<file path="src/rtl/soc_pkg.sv">
// soc_pkg -- shared constants for the DE10-Nano video-controller board top.
//   HALF_PERIOD_DEF : default heartbeat half period in clock cycles (1 Hz at 50 MHz)
//   DEBOUNCE_DEF    : default number of stable samples needed to accept a KEY[1] change
//   LED_*           : bit positions of the user LED functions
//   cnt_width()     : width of a counter that must hold 0..n-1
package soc_pkg;

    localparam int unsigned HALF_PERIOD_DEF = 25_000_000;
    localparam int unsigned DEBOUNCE_DEF    = 500_000;

    localparam int unsigned LED_HEART   = 0;
    localparam int unsigned LED_RST     = 1;
    localparam int unsigned LED_MODE    = 2;
    localparam int unsigned LED_KEY     = 3;
    localparam int unsigned LED_NIB_LSB = 4;

    // A counter for 0..n-1 needs clog2(n) bits; never return a zero width.
    function automatic int unsigned cnt_width(input int unsigned n);
        return (n <= 1) ? 1 : $clog2(n);
    endfunction

endpackage

</file>
<file path="src/rtl/hws_if.sv">
// hws_if -- hardware-support interface towards the SDRAM / HDMI side of the board.
//   master modport (the FPGA fabric top): drives requests and pixel data,
//   receives acknowledge and interrupt.
//   slave modport: the opposite direction.
interface hws_if;

    logic        sdram_req;
    logic        sdram_we;
    logic [15:0] sdram_addr;
    logic        hdmi_de;
    logic [23:0] hdmi_rgb;
    logic        sdram_ack;
    logic        hdmi_int;

    modport master (
        output sdram_req, sdram_we, sdram_addr, hdmi_de, hdmi_rgb,
        input  sdram_ack, hdmi_int
    );

    modport slave (
        input  sdram_req, sdram_we, sdram_addr, hdmi_de, hdmi_rgb,
        output sdram_ack, hdmi_int
    );

endinterface

</file>
<file path="src/rtl/reset_sync.sv">
// reset_sync -- reset synchronizer: asynchronous assertion, synchronous release.
//   clk_i  : destination clock
//   rst_ni : raw asynchronous active-low reset (any pulse width)
//   rst_no : synchronized active-low reset; rises on the 2nd rising edge of
//            clk_i after rst_ni returns high, falls immediately with rst_ni
module reset_sync (
    input  logic clk_i,
    input  logic rst_ni,
    output logic rst_no
);

    logic meta_q;
    logic sync_q;

    always_ff @(posedge clk_i or negedge rst_ni) begin
        if (!rst_ni) begin
            meta_q <= 1'b0;
            sync_q <= 1'b0;
        end else begin
            meta_q <= 1'b1;
            sync_q <= meta_q;
        end
    end

    assign rst_no = sync_q;

endmodule

</file>
<file path="src/rtl/soc_top.sv">
// soc_top -- board-level top of the SoC-FPGA video-controller project.
//   FPGA_CLK1_50 : 50 MHz system clock, all logic on its rising edge
//   KEY[1:0]     : push-buttons, active-low; KEY[0] = async reset, KEY[1] = mode button
//   SW[3:0]      : slide switches
//   LED[7:0]     : user LEDs (1 = lit)
//                  [0] heartbeat, [1] internal reset released, [2] mode,
//                  [3] debounced KEY[1] pressed, [7:4] SW (mode 0) or nibble counter (mode 1)
//   hws_ifm      : hardware-support interface; every output held idle (0), inputs ignored
module soc_top
    import soc_pkg::*;
#(
    parameter int unsigned HALF_PERIOD = HALF_PERIOD_DEF,
    parameter int unsigned DEBOUNCE    = DEBOUNCE_DEF
) (
    input  logic       FPGA_CLK1_50,
    input  logic [1:0] KEY,
    input  logic [3:0] SW,
    output logic [7:0] LED,
    hws_if.master      hws_ifm
);

    localparam int unsigned HB_W = cnt_width(HALF_PERIOD);
    localparam int unsigned DB_W = cnt_width(DEBOUNCE);

    localparam logic [HB_W-1:0] HB_LAST = HB_W'(HALF_PERIOD - 1);
    localparam logic [DB_W-1:0] DB_LAST = DB_W'(DEBOUNCE - 1);

    logic clk;
    logic rst_n;

    assign clk = FPGA_CLK1_50;

    // ------------------------------------------------------------------
    // Reset: async assert from KEY[0], release aligned to clk
    // ------------------------------------------------------------------
    reset_sync u_reset_sync (
        .clk_i  (clk),
        .rst_ni (KEY[0]),
        .rst_no (rst_n)
    );

    // ------------------------------------------------------------------
    // Input synchronizers. KEY[1] is inverted first so that every register
    // in the key path holds "pressed" polarity and resets to "not pressed".
    // ------------------------------------------------------------------
    logic       key_meta_q;
    logic       key_sync_q;
    logic [3:0] sw_meta_q;
    logic [3:0] sw_sync_q;

    always_ff @(posedge clk or negedge rst_n) begin
        if (!rst_n) begin
            key_meta_q <= 1'b0;
            key_sync_q <= 1'b0;
            sw_meta_q  <= 4'h0;
            sw_sync_q  <= 4'h0;
        end else begin
            key_meta_q <= ~KEY[1];
            key_sync_q <= key_meta_q;
            sw_meta_q  <= SW;
            sw_sync_q  <= sw_meta_q;
        end
    end

    // ------------------------------------------------------------------
    // KEY[1] debounce: the debounced level follows the synchronized level
    // only after DEBOUNCE consecutive samples that disagree with it. Any
    // sample that agrees restarts the count, so short bounces are lost.
    // ------------------------------------------------------------------
    logic [DB_W-1:0] db_cnt_q, db_cnt_d;
    logic            key_db_q, key_db_d;
    logic            mode_q,   mode_d;
    logic            press;

    always_comb begin
        db_cnt_d = db_cnt_q;
        key_db_d = key_db_q;
        if (key_sync_q == key_db_q) begin
            db_cnt_d = '0;
        end else if (db_cnt_q == DB_LAST) begin
            key_db_d = key_sync_q;
            db_cnt_d = '0;
        end else begin
            db_cnt_d = db_cnt_q + DB_W'(1);
        end
    end

    // A press is the debounced level going from released to pressed;
    // release edges leave the mode alone.
    assign press  = key_db_d & ~key_db_q;
    assign mode_d = mode_q ^ press;

    // ------------------------------------------------------------------
    // Heartbeat and nibble counter. Independent of the mode logic, so a
    // wrap and a press landing in the same cycle both take effect.
    // ------------------------------------------------------------------
    logic [HB_W-1:0] hb_cnt_q, hb_cnt_d;
    logic            heart_q,  heart_d;
    logic [3:0]      nib_q,    nib_d;
    logic            hb_wrap;

    assign hb_wrap  = (hb_cnt_q == HB_LAST);
    assign hb_cnt_d = hb_wrap ? '0 : hb_cnt_q + HB_W'(1);
    assign heart_d  = heart_q ^ hb_wrap;
    assign nib_d    = nib_q + {3'b000, hb_wrap};  // 4-bit add wraps 15 -> 0

    always_ff @(posedge clk or negedge rst_n) begin
        if (!rst_n) begin
            db_cnt_q <= '0;
            key_db_q <= 1'b0;
            mode_q   <= 1'b0;
            hb_cnt_q <= '0;
            heart_q  <= 1'b0;
            nib_q    <= 4'h0;
        end else begin
            db_cnt_q <= db_cnt_d;
            key_db_q <= key_db_d;
            mode_q   <= mode_d;
            hb_cnt_q <= hb_cnt_d;
            heart_q  <= heart_d;
            nib_q    <= nib_d;
        end
    end

    // ------------------------------------------------------------------
    // LED map. All sources are registers cleared by rst_n, so the whole
    // LED bus reads 0 as soon as KEY[0] goes low.
    // ------------------------------------------------------------------
    assign LED[LED_HEART]           = heart_q;
    assign LED[LED_RST]             = rst_n;
    assign LED[LED_MODE]            = mode_q;
    assign LED[LED_KEY]             = key_db_q;
    assign LED[LED_NIB_LSB +: 4]    = mode_q ? nib_q : sw_sync_q;

    // ------------------------------------------------------------------
    // Hardware-support interface parked idle.
    // ------------------------------------------------------------------
    assign hws_ifm.sdram_req  = 1'b0;
    assign hws_ifm.sdram_we   = 1'b0;
    assign hws_ifm.sdram_addr = 16'h0000;
    assign hws_ifm.hdmi_de    = 1'b0;
    assign hws_ifm.hdmi_rgb   = 24'h000000;

    logic unused_hws_inputs;
    assign unused_hws_inputs = hws_ifm.sdram_ack ^ hws_ifm.hdmi_int;

endmodule

</file>
<file path="src/flat_wrapper.sv">
// flat-port wrapper written by rule: the top's interface ports become plain ports
module soc_top_flat import soc_pkg::*;
#(
    parameter int unsigned HALF_PERIOD = HALF_PERIOD_DEF,
    parameter int unsigned DEBOUNCE    = DEBOUNCE_DEF
)
  (FPGA_CLK1_50, KEY, SW, LED, hws_ifm_sdram_req, hws_ifm_sdram_we, hws_ifm_sdram_addr, hws_ifm_hdmi_de, hws_ifm_hdmi_rgb, hws_ifm_sdram_ack, hws_ifm_hdmi_int);
  hws_if hws_ifm_i ();
  input  logic FPGA_CLK1_50;
  input  logic [1:0] KEY;
  input  logic [3:0] SW;
  output logic [7:0] LED;
  output wire logic [$bits(hws_ifm_i.sdram_req)-1:0] hws_ifm_sdram_req;
  output wire logic [$bits(hws_ifm_i.sdram_we)-1:0] hws_ifm_sdram_we;
  output wire logic [$bits(hws_ifm_i.sdram_addr)-1:0] hws_ifm_sdram_addr;
  output wire logic [$bits(hws_ifm_i.hdmi_de)-1:0] hws_ifm_hdmi_de;
  output wire logic [$bits(hws_ifm_i.hdmi_rgb)-1:0] hws_ifm_hdmi_rgb;
  input wire logic [$bits(hws_ifm_i.sdram_ack)-1:0] hws_ifm_sdram_ack;
  input wire logic [$bits(hws_ifm_i.hdmi_int)-1:0] hws_ifm_hdmi_int;
  assign hws_ifm_sdram_req = hws_ifm_i.sdram_req;
  assign hws_ifm_sdram_we = hws_ifm_i.sdram_we;
  assign hws_ifm_sdram_addr = hws_ifm_i.sdram_addr;
  assign hws_ifm_hdmi_de = hws_ifm_i.hdmi_de;
  assign hws_ifm_hdmi_rgb = hws_ifm_i.hdmi_rgb;
  assign hws_ifm_i.sdram_ack = hws_ifm_sdram_ack;
  assign hws_ifm_i.hdmi_int = hws_ifm_hdmi_int;
  soc_top #(.HALF_PERIOD(HALF_PERIOD), .DEBOUNCE(DEBOUNCE)) u_core (.FPGA_CLK1_50(FPGA_CLK1_50), .KEY(KEY), .SW(SW), .LED(LED), .hws_ifm(hws_ifm_i));
endmodule
</file>
<file path="config.mk">
export PLATFORM = sky130hd
export DESIGN_NAME = soc_top_flat
export DESIGN_NICKNAME = d
export VERILOG_FILES = /design/src/rtl/soc_pkg.sv /design/src/rtl/hws_if.sv /design/src/rtl/reset_sync.sv /design/src/rtl/soc_top.sv /design/src/flat_wrapper.sv
export SDC_FILE = /design/constraint.sdc
export NUM_CORES = 1
export LEC_CHECK = 0
export BUFFER_PORTS_ARGS = -buffer_cell sky130_fd_sc_hd__buf_2
export CORE_MARGIN = 2
export CORE_UTILIZATION = 30
export CTS_CLUSTER_DIAMETER = 100
export DETAILED_ROUTE_END_ITERATION = 10
export SLEW_MARGIN = 20
export SYNTH_ARGS = -nofsm -noshare
export SYNTH_HDL_FRONTEND = slang
export SYNTH_SLANG_ARGS = --single-unit
</file>
<file path="constraint.sdc">
create_clock -name FPGA_CLK1_50 -period 5.3 [get_ports FPGA_CLK1_50]
set_input_delay 0.53 -clock FPGA_CLK1_50 [delete_from_list [all_inputs] [get_ports FPGA_CLK1_50]]
set_output_delay 0.53 -clock FPGA_CLK1_50 [all_outputs]
set_load 0.01 [all_outputs]
</file>
==> run metrics <==
io pins=60; Chip Height=107 um; Pre-Repair DR Iteration Count=4; largest cells by area after synthesis=dfrtp_1 50%, buf_4 11%, xnor2_1 4.7%; CTS Root Buffer Type=clkbuf_8; CP endpoint kind=flip-flop; Via density=4.51; Setup Skew=0.0101 ns; die width=107 um; Row Count=37; Crit Path Max Fanout=19; crit path launch type=flip-flop; Cells after Synth=300; CTS resizes=0; CTS tree=built; first-pass GRT wire length=9510 um; Setup Fix Bufs, Post-CTS=0; final slew viol count=0; diode count=0; Post-route DRC=0; IR drop worst, VDD=0.0929 mV; Max Fclk=439 MHz; initial antenna violation count=0; number of hold violations in the final report=0; clk buf depth=2; crit path time final=2.28 ns; share of the synthesized area in the top cell type=49.5%; number of global-route vias before repair=1991; Iteration-0 DRC Markers=137; Worst Hold Depth=1; IO buf count=14; WP data arrival=2.48 ns; power per cell area=286 nW/um^2; clock slew at reported path FFs=0.08 ns; RSZ-0062 raised after global routing=no; R2R depth=4; Initial Utilization=30.8%; Synth area leader=dfrtp_1; dpl hpwl=3760 um; synthesized area per cell=10.6 um^2; NumNets Final=331; Clock Sink Count=63; top-count cell post-synth=dfrtp_1; Max-Cap Viols=0; GR Overflow Total=0; via count=2070; FF+latch count, synth=63; Main synth FF type=dfrtp_1; Worst Path Required=5.51 ns; Global Route Usage Sum=10.6%; synthesis-to-layout area growth=8.06%; DIE AREA=11500 um^2; Worst-Margin Slew=0.763 ns; Clock Latency Late Sink=0.34 ns; synth warn=0; Final GP Congestion=0.842; H-tree depth=3; Total Wirelength=5500 um; drt wl/cell=12.0 um; cts hold-fix bufs=1; ANT nets after route=0; Hold WC Path Type=input pin to flip-flop; EDFF count, synth=0; Fin Setup TNS=0 ns; critical path type=flip-flop to flip-flop; Post-synth ARST share=100%; Cell Area, Synth=3180 um^2; fin crit share=42.9%; Max-slew headroom=49.2%; Distinct cells, synth=38; total power draw=982 uW; outcome=finished, final reports clean; final setup fails=0; layout cells sized above 1=13.9%; register area share after synthesis=49.5%; CTS Buf Count=9; # fillers=1065; Core Region=10300 um^2; Leak=1.52 nW; top cells by count, synth=63 x dfrtp_1, 47 x buf_4, 25 x nor2_1; pin count of the biggest net entering global routing=63
-- critical path, stage by stage, from the launching register on --
cell and delay (ns):
dfrtp_1 0.46, or4b_1 0.55, or4_4 0.59, o21ai_4 0.44, nor2_1 0.11
-- final cells by class --
type,instances,area (um^2),area share [%]
sequential,63,1580,45.9
multi-input combinational,221,1360,39.6
tap,136,170,4.95
clock buffer,10,128,3.71
timing repair buffer,17,95.1,2.76
clock inverter,6,83.8,2.44
inverter,6,22.5,0.655
-- flip-flops by register name, summed over array words and instances, names as in the netlist, 4 cells and up --
signal and count:
u_core.db_cnt_q 19, u_core.sw_sync_q 4, u_core.sw_meta_q 4, u_core.nib_q 4
u_core.hb_cnt_q 25
-- layout by cell type, fill, tap and decap left out, drive strengths merged, types with 5 or more instances in the layout --
cell	Yosys	routed
nor4	8	8
clkbuf	4	10
or4	7	7
inv	6	7
nor2	25	25
dfrtp	63	63
o31ai	8	8
o21ai	5	5
nand3	15	15
and4	7	7
conb	2	44
nand4	17	17
xnor2	17	17
buf	48	16
a21oi	10	10
nand2	10	10
xor2	17	17
-- final timing paths --
check | from | end | slack, ns
worst min-delay path | SW[3] | u_core.sw_meta_q[3] | 0.29
min in group asynchronous | u_core.u_reset_sync.rst_no | u_core.hb_cnt_q[3] | 0.41
worst min register to register | u_core.sw_meta_q[0] | u_core.sw_sync_q[0] | 0.35
max in group asynchronous | u_core.u_reset_sync.rst_no | u_core.db_cnt_q[2] | 4.37
worst max-delay path | u_core.db_cnt_q[9] | u_core.db_cnt_q[4] | 3.02
worst max register to register | u_core.db_cnt_q[9] | u_core.db_cnt_q[4] | 3.02
-- routing by layer --
| layer | global-route usage [%] | share of wire (%) | vias up |
|---|---|---|---|
| met2 | 17.1 | 48 | 58 |
| met3 | 4.07 | 5.0 | 7 |
| met4 | 3.53 | 1.3 | 0 |
| li1 | - | - | 1008 |
| met1 | 12.9 | 46 | 997 |
| met5 | 0 | 0 | - |
-- logic make-up after synthesis --
family          count (synthesis)  synth area share (%)
xor+xnor                       34                  9.35
mux                             5                  1.73
compound gates                 24                  4.87
other cells                     2                 0.236
buf+inv                        58                  12.6
fa+ha+maj                       4                  1.57
flops                          63                  49.5
simple gates                  110                  20.1
-- power by group --
part / switching [mW] / leakage (nW) / internal [mW]
Clock: 0.190 / 0.110 / 0.264
Combinational: 0.0302 / 0.572 / 0.00737
Sequential: 0.00334 / 0.839 / 0.487
-- per-stage QoR --
step	std cells	worst slack, ns	cell area (um^2)	hold slack (ns)	util (%)
after detailed placement	442	3.01	3220	0.319	31.2
after CTS	459	3.01	3440	0.269	33.3
after floorplan	342	2.84	3340	0.234	-
after global routing	459	2.87	3440	0.260	33.3
after global placement	442	3.03	3220	0.316	31.2
final	459	3.02	3440	0.288	33.3
Power figures use the tool's default switching activity.
